$ cat config.mk
export PLATFORM = sky130hd
export DESIGN_NAME = grn_attractor_ctrl
export DESIGN_NICKNAME = d
export VERILOG_FILES = /design/src/rtl/grn_ctrl_pkg.sv /design/src/rtl/grn_step_counter.sv /design/src/rtl/grn_attractor_ctrl.sv
export SDC_FILE = /design/constraint.sdc
export NUM_CORES = 1
export LEC_CHECK = 0
export BUFFER_PORTS_ARGS = -buffer_cell sky130_fd_sc_hd__buf_2
export CAP_MARGIN = 20
export CORE_MARGIN = 8
export CORE_UTILIZATION = 50
export CTS_BUF_LIST = sky130_fd_sc_hd__clkbuf_8
export DETAILED_ROUTE_END_ITERATION = 6
export PLACE_DENSITY = 0.74
export SLEW_MARGIN = 20
export SYNTH_ARGS = -nofsm -noshare
export SYNTH_HDL_FRONTEND = slang
export SYNTH_HIERARCHICAL = 1
export SYNTH_SLANG_ARGS = --single-unit
$ cat constraint.sdc
create_clock -name clk -period 3.4 [get_ports clk]
set_input_delay 0.17 -clock clk [delete_from_list [all_inputs] [get_ports clk]]
set_output_delay 0.17 -clock clk [all_outputs]
set_load 0.02 [all_outputs]
$ cat src/rtl/grn_ctrl_pkg.sv
// -----------------------------------------------------------------------------
// grn_ctrl_pkg
// Shared types and constants for the Boolean-network attractor controller.
//   state_t   : controller FSM states. The MU_* states are reachable only when
//               the design is built with GRN_TRANSIENT_EN defined.
//   CNT_W_DEF : default width of the step, period and transient counters.
// -----------------------------------------------------------------------------
package grn_ctrl_pkg;

  localparam int unsigned CNT_W_DEF = 16;

  typedef enum logic [2:0] {
    IDLE,
    LOAD,
    RUN,
    PERIOD,
    MU_LOAD,
    MU_ADV,
    MU_STEP,
    DONE
  } state_t;

endpackage

$ cat src/rtl/grn_step_counter.sv
// -----------------------------------------------------------------------------
// grn_step_counter
// Saturating up-counter used for the step, period and transient counts.
// It stops at MAX_STEPS and never wraps.
// Ports:
//   clk        : rising-edge clock
//   rst        : synchronous active-low reset
//   i_clr      : clear to zero (takes priority over i_inc)
//   i_inc      : increment by one unless already at MAX_STEPS
//   o_cnt      : current count
//   o_at_limit : count equals MAX_STEPS
// -----------------------------------------------------------------------------
module grn_step_counter
  import grn_ctrl_pkg::*;
#(
  parameter int unsigned      CNT_W     = CNT_W_DEF,
  parameter logic [CNT_W-1:0] MAX_STEPS = '1
) (
  input  logic             clk,
  input  logic             rst,
  input  logic             i_clr,
  input  logic             i_inc,
  output logic [CNT_W-1:0] o_cnt,
  output logic             o_at_limit
);

  logic [CNT_W-1:0] r_cnt;

  // NOTE: sequential state is written with non-blocking assignments so every
  // flop samples the pre-edge values, whatever order the blocks run in.
  always_ff @(posedge clk) begin
    if (!rst) begin
      r_cnt <= '0;
    end else if (i_clr) begin
      r_cnt <= '0;
    end else if (i_inc && (r_cnt != MAX_STEPS)) begin
      r_cnt <= r_cnt + CNT_W'(1);
    end
  end

  assign o_cnt      = r_cnt;
  assign o_at_limit = (r_cnt == MAX_STEPS);

endmodule

$ cat src/rtl/grn_attractor_ctrl.sv
// -----------------------------------------------------------------------------
// grn_attractor_ctrl
// Finds the attractor of a synchronous Boolean network using Floyd's
// tortoise-and-hare search. The nodes keep two trajectories: s1 (hare) moves
// on every start_s1, s0 (tortoise) moves on every second start_s0. The
// controller reports the attractor state met, the cycle length (period) and,
// when built with GRN_TRANSIENT_EN defined, the transient length before the
// cycle is entered. Without that macro the MU_* states are absent and
// transient is tied to zero.
// Ports:
//   clk, rst          : clock, synchronous active-low reset
//   start, init_vec   : begin a search from init_vec (sampled in IDLE only)
//   s0_vec, s1_vec    : slow / fast trajectory states from the nodes
//   reset_nos         : load init_state into all nodes
//   init_state        : captured init_vec
//   start_s0/start_s1 : node step enables
//   busy, done        : search in progress / one-cycle completion pulse
//   timeout           : a counter hit MAX_STEPS without a match
//   period, transient : cycle and tail lengths
//   attractor         : s0 state at the first Floyd match
// -----------------------------------------------------------------------------
module grn_attractor_ctrl
  import grn_ctrl_pkg::*;
#(
  parameter int unsigned      NUM_NODES = 8,
  parameter int unsigned      CNT_W     = CNT_W_DEF,
  parameter logic [CNT_W-1:0] MAX_STEPS = CNT_W'(16'hFFFF)
) (
  input  logic                 clk,
  input  logic                 rst,
  input  logic                 start,
  input  logic [NUM_NODES-1:0] init_vec,
  input  logic [NUM_NODES-1:0] s0_vec,
  input  logic [NUM_NODES-1:0] s1_vec,
  output logic                 reset_nos,
  output logic [NUM_NODES-1:0] init_state,
  output logic                 start_s0,
  output logic                 start_s1,
  output logic                 busy,
  output logic                 done,
  output logic                 timeout,
  output logic [CNT_W-1:0]     period,
  output logic [CNT_W-1:0]     transient,
  output logic [NUM_NODES-1:0] attractor
);

`ifdef GRN_TRANSIENT_EN
  localparam state_t PERIOD_NEXT = MU_LOAD;
`else
  localparam state_t PERIOD_NEXT = DONE;
`endif

  state_t               r_state, w_next_state;
  logic [NUM_NODES-1:0] r_init, r_attractor;
  logic [CNT_W-1:0]     r_period;
  logic                 r_timeout;

  logic [CNT_W-1:0] w_step_cnt, w_p_cnt;
  logic             w_step_lim, w_p_lim;
  logic             w_step_clr, w_step_inc, w_p_clr, w_p_inc;
  logic             w_eq, w_run_hit, w_run_adv, w_per_hit, w_per_adv;

  assign w_eq = (s0_vec == s1_vec);
  // After an even number of RUN steps the hare is exactly twice as far as the
  // tortoise, so only even counts are valid Floyd comparison points.
  assign w_run_hit = !w_step_cnt[0] && (w_step_cnt != '0) && w_eq;
  assign w_run_adv = !w_run_hit && !w_step_lim;
  assign w_per_hit = (w_p_cnt != '0) && w_eq;
  assign w_per_adv = !w_per_hit && !w_p_lim;

  grn_step_counter #(.CNT_W(CNT_W), .MAX_STEPS(MAX_STEPS)) u_step_cnt (
    .clk(clk), .rst(rst), .i_clr(w_step_clr), .i_inc(w_step_inc),
    .o_cnt(w_step_cnt), .o_at_limit(w_step_lim)
  );

  grn_step_counter #(.CNT_W(CNT_W), .MAX_STEPS(MAX_STEPS)) u_p_cnt (
    .clk(clk), .rst(rst), .i_clr(w_p_clr), .i_inc(w_p_inc),
    .o_cnt(w_p_cnt), .o_at_limit(w_p_lim)
  );

`ifdef GRN_TRANSIENT_EN
  logic [CNT_W-1:0] w_mu_cnt, r_transient;
  logic             w_mu_lim, w_mu_clr, w_mu_inc, r_phase_b;
  logic             w_adv_done, w_mu_adv_a;

  // MU_ADV reuses the step counter to replay exactly `period` hare moves.
  assign w_adv_done = (w_step_cnt == r_period);
  // Cycle A of a MU step: compare first, then move both if no match.
  assign w_mu_adv_a = !r_phase_b && !w_eq && !w_mu_lim;

  grn_step_counter #(.CNT_W(CNT_W), .MAX_STEPS(MAX_STEPS)) u_mu_cnt (
    .clk(clk), .rst(rst), .i_clr(w_mu_clr), .i_inc(w_mu_inc),
    .o_cnt(w_mu_cnt), .o_at_limit(w_mu_lim)
  );

  assign transient = r_transient;
`else
  assign transient = '0;
`endif

  // State register.
  always_ff @(posedge clk) begin
    if (!rst) r_state <= IDLE;
    else      r_state <= w_next_state;
  end

  // Next-state logic.
  // NOTE: every signal assigned in an always_comb gets a default first, so no
  // path leaves it unassigned and no latch is inferred.
  always_comb begin
    w_next_state = r_state;
    case (r_state)
      IDLE:    if (start) w_next_state = LOAD;
      LOAD:    w_next_state = RUN;
      RUN: begin
        if (w_run_hit)       w_next_state = PERIOD;
        else if (w_step_lim) w_next_state = DONE;
      end
      PERIOD: begin
        if (w_per_hit)    w_next_state = PERIOD_NEXT;
        else if (w_p_lim) w_next_state = DONE;
      end
`ifdef GRN_TRANSIENT_EN
      MU_LOAD: w_next_state = MU_ADV;
      MU_ADV:  if (w_adv_done) w_next_state = MU_STEP;
      MU_STEP: if (!r_phase_b && (w_eq || w_mu_lim)) w_next_state = DONE;
`endif
      DONE:    w_next_state = IDLE;
      default: w_next_state = IDLE;
    endcase
  end

  // Output and counter-control logic.
  always_comb begin
    reset_nos  = 1'b0;
    start_s0   = 1'b0;
    start_s1   = 1'b0;
    w_step_clr = 1'b0;
    w_step_inc = 1'b0;
    w_p_clr    = 1'b0;
    w_p_inc    = 1'b0;
`ifdef GRN_TRANSIENT_EN
    w_mu_clr   = 1'b0;
    w_mu_inc   = 1'b0;
`endif
    case (r_state)
      LOAD: begin
        reset_nos  = 1'b1;
        w_step_clr = 1'b1;
        w_p_clr    = 1'b1;
`ifdef GRN_TRANSIENT_EN
        w_mu_clr   = 1'b1;
`endif
      end
      RUN: begin
        start_s0   = w_run_adv;
        start_s1   = w_run_adv;
        w_step_inc = w_run_adv;
      end
      PERIOD: begin
        start_s1 = w_per_adv;
        w_p_inc  = w_per_adv;
      end
`ifdef GRN_TRANSIENT_EN
      MU_LOAD: begin
        reset_nos  = 1'b1;
        w_step_clr = 1'b1;
      end
      MU_ADV: begin
        start_s1   = !w_adv_done;
        w_step_inc = !w_adv_done;
      end
      MU_STEP: begin
        // Cycle B repeats start_s0 so the slow node absorbs its skipped edge
        // and both trajectories end the step one move further on.
        start_s0 = r_phase_b || w_mu_adv_a;
        start_s1 = w_mu_adv_a;
        w_mu_inc = r_phase_b;
      end
`endif
      default: ;
    endcase
  end

  assign busy = (r_state != IDLE) && (r_state != DONE);
  assign done = (r_state == DONE);

  // Captured init vector and results.
  always_ff @(posedge clk) begin
    if (!rst) begin
      r_init      <= '0;
      r_attractor <= '0;
      r_period    <= '0;
      r_timeout   <= 1'b0;
`ifdef GRN_TRANSIENT_EN
      r_transient <= '0;
      r_phase_b   <= 1'b0;
`endif
    end else begin
      case (r_state)
        IDLE: begin
          if (start) begin
            r_init      <= init_vec;
            r_attractor <= '0;
            r_period    <= '0;
            r_timeout   <= 1'b0;
`ifdef GRN_TRANSIENT_EN
            r_transient <= '0;
`endif
          end
        end
        RUN: begin
          if (w_run_hit)       r_attractor <= s0_vec;
          else if (w_step_lim) r_timeout   <= 1'b1;
        end
        PERIOD: begin
          if (w_per_hit)    r_period  <= w_p_cnt;
          else if (w_p_lim) r_timeout <= 1'b1;
        end
`ifdef GRN_TRANSIENT_EN
        MU_LOAD: r_phase_b <= 1'b0;
        MU_STEP: begin
          if (r_phase_b)     r_phase_b   <= 1'b0;
          else if (w_eq)     r_transient <= w_mu_cnt;
          else if (w_mu_lim) r_timeout   <= 1'b1;
          else               r_phase_b   <= 1'b1;
        end
`endif
        default: ;
      endcase
    end
  end

  assign init_state = r_init;
  assign attractor  = r_attractor;
  assign period     = r_period;
  assign timeout    = r_timeout;

endmodule

==> results of run 1 <==
-- stage by stage --
stage                     cell area (um2)  utilization [%]  power (W)  cells  setup WS, ps
after floorplan                      3760                -   0.000999    437           518
after global placement               3990             55.4    0.00104    565           873
after detailed placement             3990             55.4    0.00105    565           855
after CTS                            4200             58.2    0.00172    581           827
after global routing                 4200             58.2    0.00177    581           521
final                                4200             58.2    0.00171    581           813
-- routing by layer --
layer	up-vias	part of all wire, %
met5	-	0
met4	0	1.5
met3	10	7.3
met2	103	45
met1	1539	46
li1	1634	-
-- worst paths after layout --
path / end / slack [ps]
worst max-delay path: u_p_cnt/o_cnt[10]$_SDFFE_PP0P_ / 810
worst min-delay path: init_state[3]$_SDFFE_PN0P_ / 70
worst min register to register: period[13]$_SDFFE_PN0P_ / 460
worst max register to register: u_p_cnt/o_cnt[10]$_SDFFE_PP0P_ / 810
-- flip-flops by register name (all words and copies together), names as in the netlist --
register,count
period,16
u_p_cnt/o_cnt,16
timeout,1
u_step_cnt/o_cnt,16
init_state,8
attractor,8
r_state,3
-- layout make-up --
| class | instances | area (um2) |
|---|---|---|
| Timing Repair Buffer | 65 | 328 |
| Inverter | 5 | 18.8 |
| Clock inverter | 5 | 51.3 |
| Clock buffer | 11 | 151 |
| Multi-Input combinational cell | 328 | 2160 |
| Sequential cell | 68 | 1360 |
| Tap cell | 99 | 124 |
| Fill cell | 659 | 3020 |
-- logic make-up (layout without fill, tap and decap cells) --
logic type | after synthesis | after routing
other | 1 | 16
DFF | 68 | 68
AOI/OAI and AO/OA | 66 | 66
adders and majority gates | 2 | 2
xor gates and xnor gates | 12 | 12
and+or+nand+nor | 202 | 202
muxes | 30 | 30
buffers and inverters | 41 | 86
-- worst min-delay path: stages --
cell,delay [ps]
sky130_fd_sc_hd__buf_2,100
sky130_fd_sc_hd__nand2_1,40
sky130_fd_sc_hd__a21boi_0,60
-- where the power goes --
part	internal (W)	total [W]	switching (W)	leakage [nW]
clock network	0.000374	0.000678	0.000305	0.107
logic	0.0000658	0.000202	0.000136	1.08
registers	0.000810	0.000825	0.0000153	0.549
-- placed cells by master, fill, tap and decap left out, types with 3 or more instances in the layout --
cell type                   n
sky130_fd_sc_hd__o31ai_1    3
sky130_fd_sc_hd__mux2i_1   30
sky130_fd_sc_hd__nor4_1    14
sky130_fd_sc_hd__o21ai_0   13
sky130_fd_sc_hd__a21oi_1   14
sky130_fd_sc_hd__and3_1     5
sky130_fd_sc_hd__and4_1     5
sky130_fd_sc_hd__xnor2_2    4
sky130_fd_sc_hd__nand4_2    3
sky130_fd_sc_hd__nand4_4    3
sky130_fd_sc_hd__dfxtp_1   68
sky130_fd_sc_hd__nor2_1    16
sky130_fd_sc_hd__or4_1      4
sky130_fd_sc_hd__nand4_1   10
sky130_fd_sc_hd__and2_1     3
sky130_fd_sc_hd__xnor2_1    6
sky130_fd_sc_hd__buf_2     64
sky130_fd_sc_hd__nand2b_1   5
sky130_fd_sc_hd__nor3_1     5
sky130_fd_sc_hd__nand2_1   81
sky130_fd_sc_hd__or3_2      4
sky130_fd_sc_hd__a31oi_1    8
sky130_fd_sc_hd__inv_1      6
sky130_fd_sc_hd__clkbuf_8  11
sky130_fd_sc_hd__a21boi_0   8
sky130_fd_sc_hd__a41o_1     3
sky130_fd_sc_hd__nand3_1   28
sky130_fd_sc_hd__a211oi_1   3
sky130_fd_sc_hd__conb_1    16
sky130_fd_sc_hd__a31o_2     4
-- synthesized netlist by cell type, drive strengths merged --
cell     count
ha           2
and3         5
o32ai        1
or3          6
o211ai       2
o21ai       13
a31o         4
nand2       82
clkbuf      12
o41ai        2
nand2b       5
nor2        16
dfxtp       68
o31ai        3
a2111oi      2
nor3         5
nand4b       1
mux2i       30
xnor2       10
a21boi       8
and2b        1
nand3       28
and4         7
o311a        1
xor2         2
and2         3
nor2b        2
nor3b        1
nand4       16
conb         1
nor4        17
a21oi       14
a41o         3
nor4b        1
inv          5
buf         24
or4b         1
a211oi       3
o2bb2ai      2
or4          5
a31oi        8
==> out/qor.txt, run 1 <==
result of the run = finished, final reports clean
Die Y-Extent = 102 um
synthesized netlist cell count = 422
slowest CP cell = sky130_fd_sc_hd__dfxtp_1
busiest layer in global routing = met2
Synth area leader = sky130_fd_sc_hd__dfxtp_1
startpoint of the most critical hold path = init_vec[3]
clock sink total = 68
Static Leakage = 1.74 nW
Period minus WS final = 2590 ps
Clock Latency Late Sink = 340 ps
worst-case reg-to-reg path depth = 10
Required @ worst endpoint = 3630 ps
Worst Path Class, Setup = reg2reg
largest cells by area after synthesis = sky130_fd_sc_hd__dfxtp_1, sky130_fd_sc_hd__nand2_1, sky130_fd_sc_hd__mux2i_1, sky130_fd_sc_hd__nand3_1, sky130_fd_sc_hd__buf_4
highest ir drop seen on vdd = 0.207 mV
port bufs = 64
Clock Skews = 7.96 ps
Post-CTS Hold Buffers = 0
buffers and inverters on the worst path = 1
nets@finish = 506
CTS Buf Count = 9
Diodes inserted = 0
routability-driven placement congestion ratio = 0.922
GR Util met3 = 4.16%
crit path launch type = register
achievable clock frequency = 386 MHz
main combinational cell family by area after synthesis = simple AND/OR/NAND/NOR gates
share of synthesized area occupied by flip-flops and latches = 36.7%
Worst path top cell family by delay = simple AND/OR/NAND/NOR gates
GR Layer Usage met2 = 25.6%
Crit path depth = 10
RSZ-0062 raised after global routing = no
portion of synthesized cell area occupied by the leading cell type = 36.7%
Total Routing Usage GR = 16.6%
measured slew at the worst slew-check pin = 814 ps
routed vias = 3286
data arrival time of the critical path = 2820 ps
fraction of the mapped netlist area in compound gates = 13.9%
wire per inst = 14.8 um
detail-routed via count per cell = 5.66
cell at the root of the clock tree = sky130_fd_sc_hd__clkbuf_8
simple logic cell fraction of the synthesized area = 30.4%
Die X-Extent = 102 um
count of endpoints failing setup in the final report = 0
DRC Markers = 0
kind of path behind the tightest hold check = in2reg
global-route wire length before repair = 14.0 mm
Antenna Violating Nets Remaining = 0
Clock Tree Buf Depth = 2
TritonCTS clock tree = built
worst reg2reg startpoint = u_p_cnt/o_cnt[2]$_SDFFE_PP0P_
Synth Area in XOR/XNOR = 3.65%
met1 usage in global routing = 21.1%
final WL = 8.62 mm
Final Max Slew Viols = 0
clock-pin slew on the worst setup and hold paths = 70 ps
number of maximum-capacitance constraint violations = 0
count of yosys warnings during synthesis = 6
number of iterations in the first detailed-routing pass = 4
sum of negative setup slack = 0 ps
endpoint kind of the worst setup timing path = register
overall die area = 0.0104 mm2
cell-by-cell listing of the critical path = and4_1 > nand4_1 > nor2_1 > inv_1 > o31ai_1 > nor2_1 > nand2_1 > a2111oi_4 > a31oi_1 > a41o_1
floorplan core area = 0.00721 mm2
post-synthesis sequential element count = 68
layout overhead on the synthesized area = 13.3%
Avg Synthesized Cell Area = 8.78 um2
adder and majority gate portion of the synthesized area = 0.675%
Post-CTS Setup Repair Bufs = 0
number of placed I/O pins = 81
number of distinct library cells after synthesis = 53
HPWL after DPL = 6.26 mm
critical path startpoint = u_p_cnt/o_cnt[2]$_SDFFE_PP0P_
via count of the first global-routing pass = 2991
remaining max-slew budget at the tightest pin = 45.6%
final-layout worst hold slack = 72.1 ps
grt ovf = 0
mux contribution to synthesized area = 8.11%
CP peak stage delay = 420 ps
largest net degree at the start of global routing = 35
Power Density = 406 mW/mm2
Hold Crit Depth = 3
starting density of the core = 51.4%
final-report hold violation count = 0
summed instance area of the synthesized netlist = 0.00370 mm2
cell row count = 31
H-tree depth = 3
antenna violations before repair = 0
Max Fanout on Critical Path = 9
ratio of cells with drive above 1 in the final layout = 23.0%
quantity of gates resized following cts = 0
critical path's most frequent cell = sky130_fd_sc_hd__nor2_1
number of violations reported at the end of detailed-routing iteration 0 = 185
ratio of final minimum period to clock period = 76.1%
Power figures use the tool's default switching activity.
==> inputs of run 2 (changes only) <==
--- a/config.mk
+++ b/config.mk
@@ -11,7 +11,7 @@
 export CORE_UTILIZATION = 50
 export CTS_BUF_LIST = sky130_fd_sc_hd__clkbuf_8
 export DETAILED_ROUTE_END_ITERATION = 6
-export PLACE_DENSITY = 0.74
+export PLACE_DENSITY = 0.77
 export SLEW_MARGIN = 20
 export SYNTH_ARGS = -nofsm -noshare
 export SYNTH_HDL_FRONTEND = slang
==> constraint.sdc (replaced) <==
create_clock -name clk -period 2.25 [get_ports clk]
set_input_delay 0.1125 -clock clk [delete_from_list [all_inputs] [get_ports clk]]
set_output_delay 0.1125 -clock clk [all_outputs]
set_load 0.02 [all_outputs]
==> out/qor.txt, run 2 (same netlist as run 1, synthesis figures left out) <==
result of the run = finished with violations
violations in the final reports = negative setup slack
port bufs = 64 (unchanged)
detail-routed via count per cell = 5.66 (+0.12%)
Static Leakage = 2.19 nW (+26%)
most common cell after layout, fill and taps aside = sky130_fd_sc_hd__nand2_1
flop-to-flop setup slack = -20 ps (-830 ps)
final WL = 10.7 mm (+24%)
via count of the first global-routing pass = 3543 (+18%)
clock sink total = 68 (unchanged)
RSZ-0062 raised after global routing = yes
number of violations reported at the end of detailed-routing iteration 0 = 298 (+61%)
Max Fanout on Critical Path = 5 (-4)
HPWL after DPL = 7.64 mm (+22%)
DRC Markers = 0 (unchanged)
Required @ worst endpoint = 2530 ps (-1100 ps)
post-route cell area = 0.00496 mm2 (+18%)
CP peak stage delay = 510 ps (+90 ps)
worst reg2reg startpoint = u_step_cnt/o_cnt[4]$_SDFFE_PP0P_
highest ir drop seen on vdd = 0.420 mV (+100%)
starting density of the core = 51.4% (unchanged)
Clock Latency Late Sink = 350 ps (about the same)
remaining max-slew budget at the tightest pin = 52.2% (+6.6 points)
Antenna Violating Nets Remaining = 0 (unchanged)
kind of path behind the tightest hold check = in2reg
H-tree depth = 3 (unchanged)
power after layout = 0.00290 W (+70%)
DP Area = 0.00445 mm2 (+12%)
CTS Buf Count = 9 (unchanged)
Total Routing Usage GR = 19.9% (+3.4 points)
endpoint kind of the worst setup timing path = register
cell-by-cell listing of the critical path = nor4_2 > a41o_1 > nor3_2 > nor3_4 > buf_6 > o41ai_4 > or4_1 > a21oi_1
count of endpoints failing setup in the final report = 1 (+1)
Diodes inserted = 0 (unchanged)
most used cells in the layout excluding fill and tap cells = sky130_fd_sc_hd__nand2_1, sky130_fd_sc_hd__buf_2, sky130_fd_sc_hd__buf_4, sky130_fd_sc_hd__dfxtp_1, sky130_fd_sc_hd__mux2i_1
Clock Tree Buf Depth = 2 (unchanged)
WHS Endpoint = init_state[6]$_SDFFE_PN0P_
post-layout worst setup margin = -15.6 ps (-828 ps)
global-route wire length before repair = 16.6 mm (+19%)
achievable clock frequency = 441 MHz (+14%)
nets@finish = 574 (+13%)
Die Y-Extent = 102 um (unchanged)
count of placed standard cells including taps = 619 (+9.6%)
clock-pin slew on the worst setup and hold paths = 80 ps (about the same)
largest net degree at the start of global routing = 21 (-40%)
ratio of cells with drive above 1 in the final layout = 37.1% (+14 points)
Power Density = 584 mW/mm2 (+44%)
slowest CP cell = sky130_fd_sc_hd__or4_1
floorplan core area = 0.00721 mm2 (unchanged)
wire per inst = 16.5 um (+11%)
routability-driven placement congestion ratio = 0.979 (+6.2%)
sum of negative setup slack = -15.6 ps (-15.6 ps)
TritonCTS clock tree = built
antenna violations before repair = 0 (unchanged)
cell at the root of the clock tree = sky130_fd_sc_hd__clkbuf_8
number of iterations in the first detailed-routing pass = 4 (unchanged)
cell row count = 31 (unchanged)
number of maximum-capacitance constraint violations = 0 (unchanged)
final-report hold violation count = 0 (unchanged)
Critical R2R Capture = u_step_cnt/o_cnt[5]$_SDFFE_PP0P_
ratio of final minimum period to clock period = 101% (+25 points)
crit path launch type = register
Clock Skews = 10.1 ps (+2.16 ps)
worst-case reg-to-reg path depth = 8 (-2)
measured slew at the worst slew-check pin = 715 ps (-99.3 ps)
overall die area = 0.0104 mm2 (unchanged)
non-filler instance count after layout = 649 (+12%)
routed vias = 3675 (+12%)
Hold Crit Depth = 3 (unchanged)
Die X-Extent = 102 um (unchanged)
layout overhead on the synthesized area = 33.9%
dpl ws = -17.4 ps (-873 ps)
Worst Path Class, Setup = reg2reg
data arrival time of the critical path = 2550 ps (-270 ps)
startpoint of the most critical hold path = init_vec[6]
number of placed I/O pins = 81 (unchanged)
Final Max Slew Viols = 0 (unchanged)
Period minus WS final = 2270 ps (-322 ps)
grt ovf = 0 (unchanged)
## run 2: cell count changes in the layout (fill, tap and decap cells not counted), sizes merged
cell and delta:
buf +65, dlygate4sd3 +3, inv -1, clkinvlp -1, bufinv +2
## run 2: worst max-delay path, delay by kind of cell (launching register included)
| family | cells | cell delay [ps] |
|---|---|---|
| and+or+nand+nor | 4 | 1220 |
| DFF | 1 | 350 |
| AOI/OAI and AO/OA | 3 | 470 |
| buffers and inverters | 1 | 160 |
## run 2: power by group
| part | total [W] | internal [W] | switching (W) | leakage, nW |
|---|---|---|---|---|
| sequential | 0.00125 | 0.00122 | 0.0000242 | 0.553 |
| combinational | 0.000354 | 0.000133 | 0.000221 | 1.51 |
| clock | 0.00130 | 0.000801 | 0.000497 | 0.130 |
| total | 0.00290 | 0.00216 | 0.000742 | 2.19 |
## run 2: stage by stage
stage                     hold slack [ps]  util, %
final                                12.7     68.8
after global routing                 22.7     68.8
after CTS                            1.12     66.0
after detailed placement              373     61.7
after global placement                361     61.7
after floorplan                       255        -
## run 2: layout make-up
| cell class | instances | area [um2] |
|---|---|---|
| clock buffers | 11 | 151 |
| clock inverters | 5 | 108 |
| fillers | 580 | 2250 |
| inverters | 5 | 18.8 |
| multi-input cells | 328 | 2330 |
| flip-flops and latches | 68 | 1370 |
| well taps | 99 | 124 |
| repair buffers | 133 | 853 |
## run 2: routing by layer
| layer | GRT usage, % | wire length (um) | vias to the layer above |
|---|---|---|---|
| met5 | 0 | 0 | - |
| met4 | 9.59 | 207 | 0 |
| met3 | 4.56 | 635 | 18 |
| met2 | 33.4 | 5450 | 121 |
| met1 | 23.5 | 4420 | 1776 |
| li1 | - | - | 1760 |
## run 2: worst max path at each step
stage                                                start                           endpoint  slack (ps)
after floorplan           u_step_cnt/o_cnt[0]$_SDFFE_PP0P_  u_step_cnt/o_cnt[11]$_SDFFE_PP0P_         -20
after global placement      u_p_cnt/o_cnt[12]$_SDFFE_PP0P_     u_p_cnt/o_cnt[11]$_SDFFE_PP0P_          40
after detailed placement  u_step_cnt/o_cnt[9]$_SDFFE_PP0P_   u_step_cnt/o_cnt[5]$_SDFFE_PP0P_         -20
after CTS                   u_p_cnt/o_cnt[11]$_SDFFE_PP0P_     u_p_cnt/o_cnt[15]$_SDFFE_PP0P_         0.2
after global routing      u_step_cnt/o_cnt[4]$_SDFFE_PP0P_   u_step_cnt/o_cnt[8]$_SDFFE_PP0P_        -140
final                     u_step_cnt/o_cnt[4]$_SDFFE_PP0P_   u_step_cnt/o_cnt[5]$_SDFFE_PP0P_         -20
## run 2: repair_timing
item	in CTS	in global routing
resized for setup	2	25
setup endpoints to repair	7	19
endpoints found under the hold margin	3	0
buffers inserted	1	10
hold buffers	3	0
pin swaps	1	17
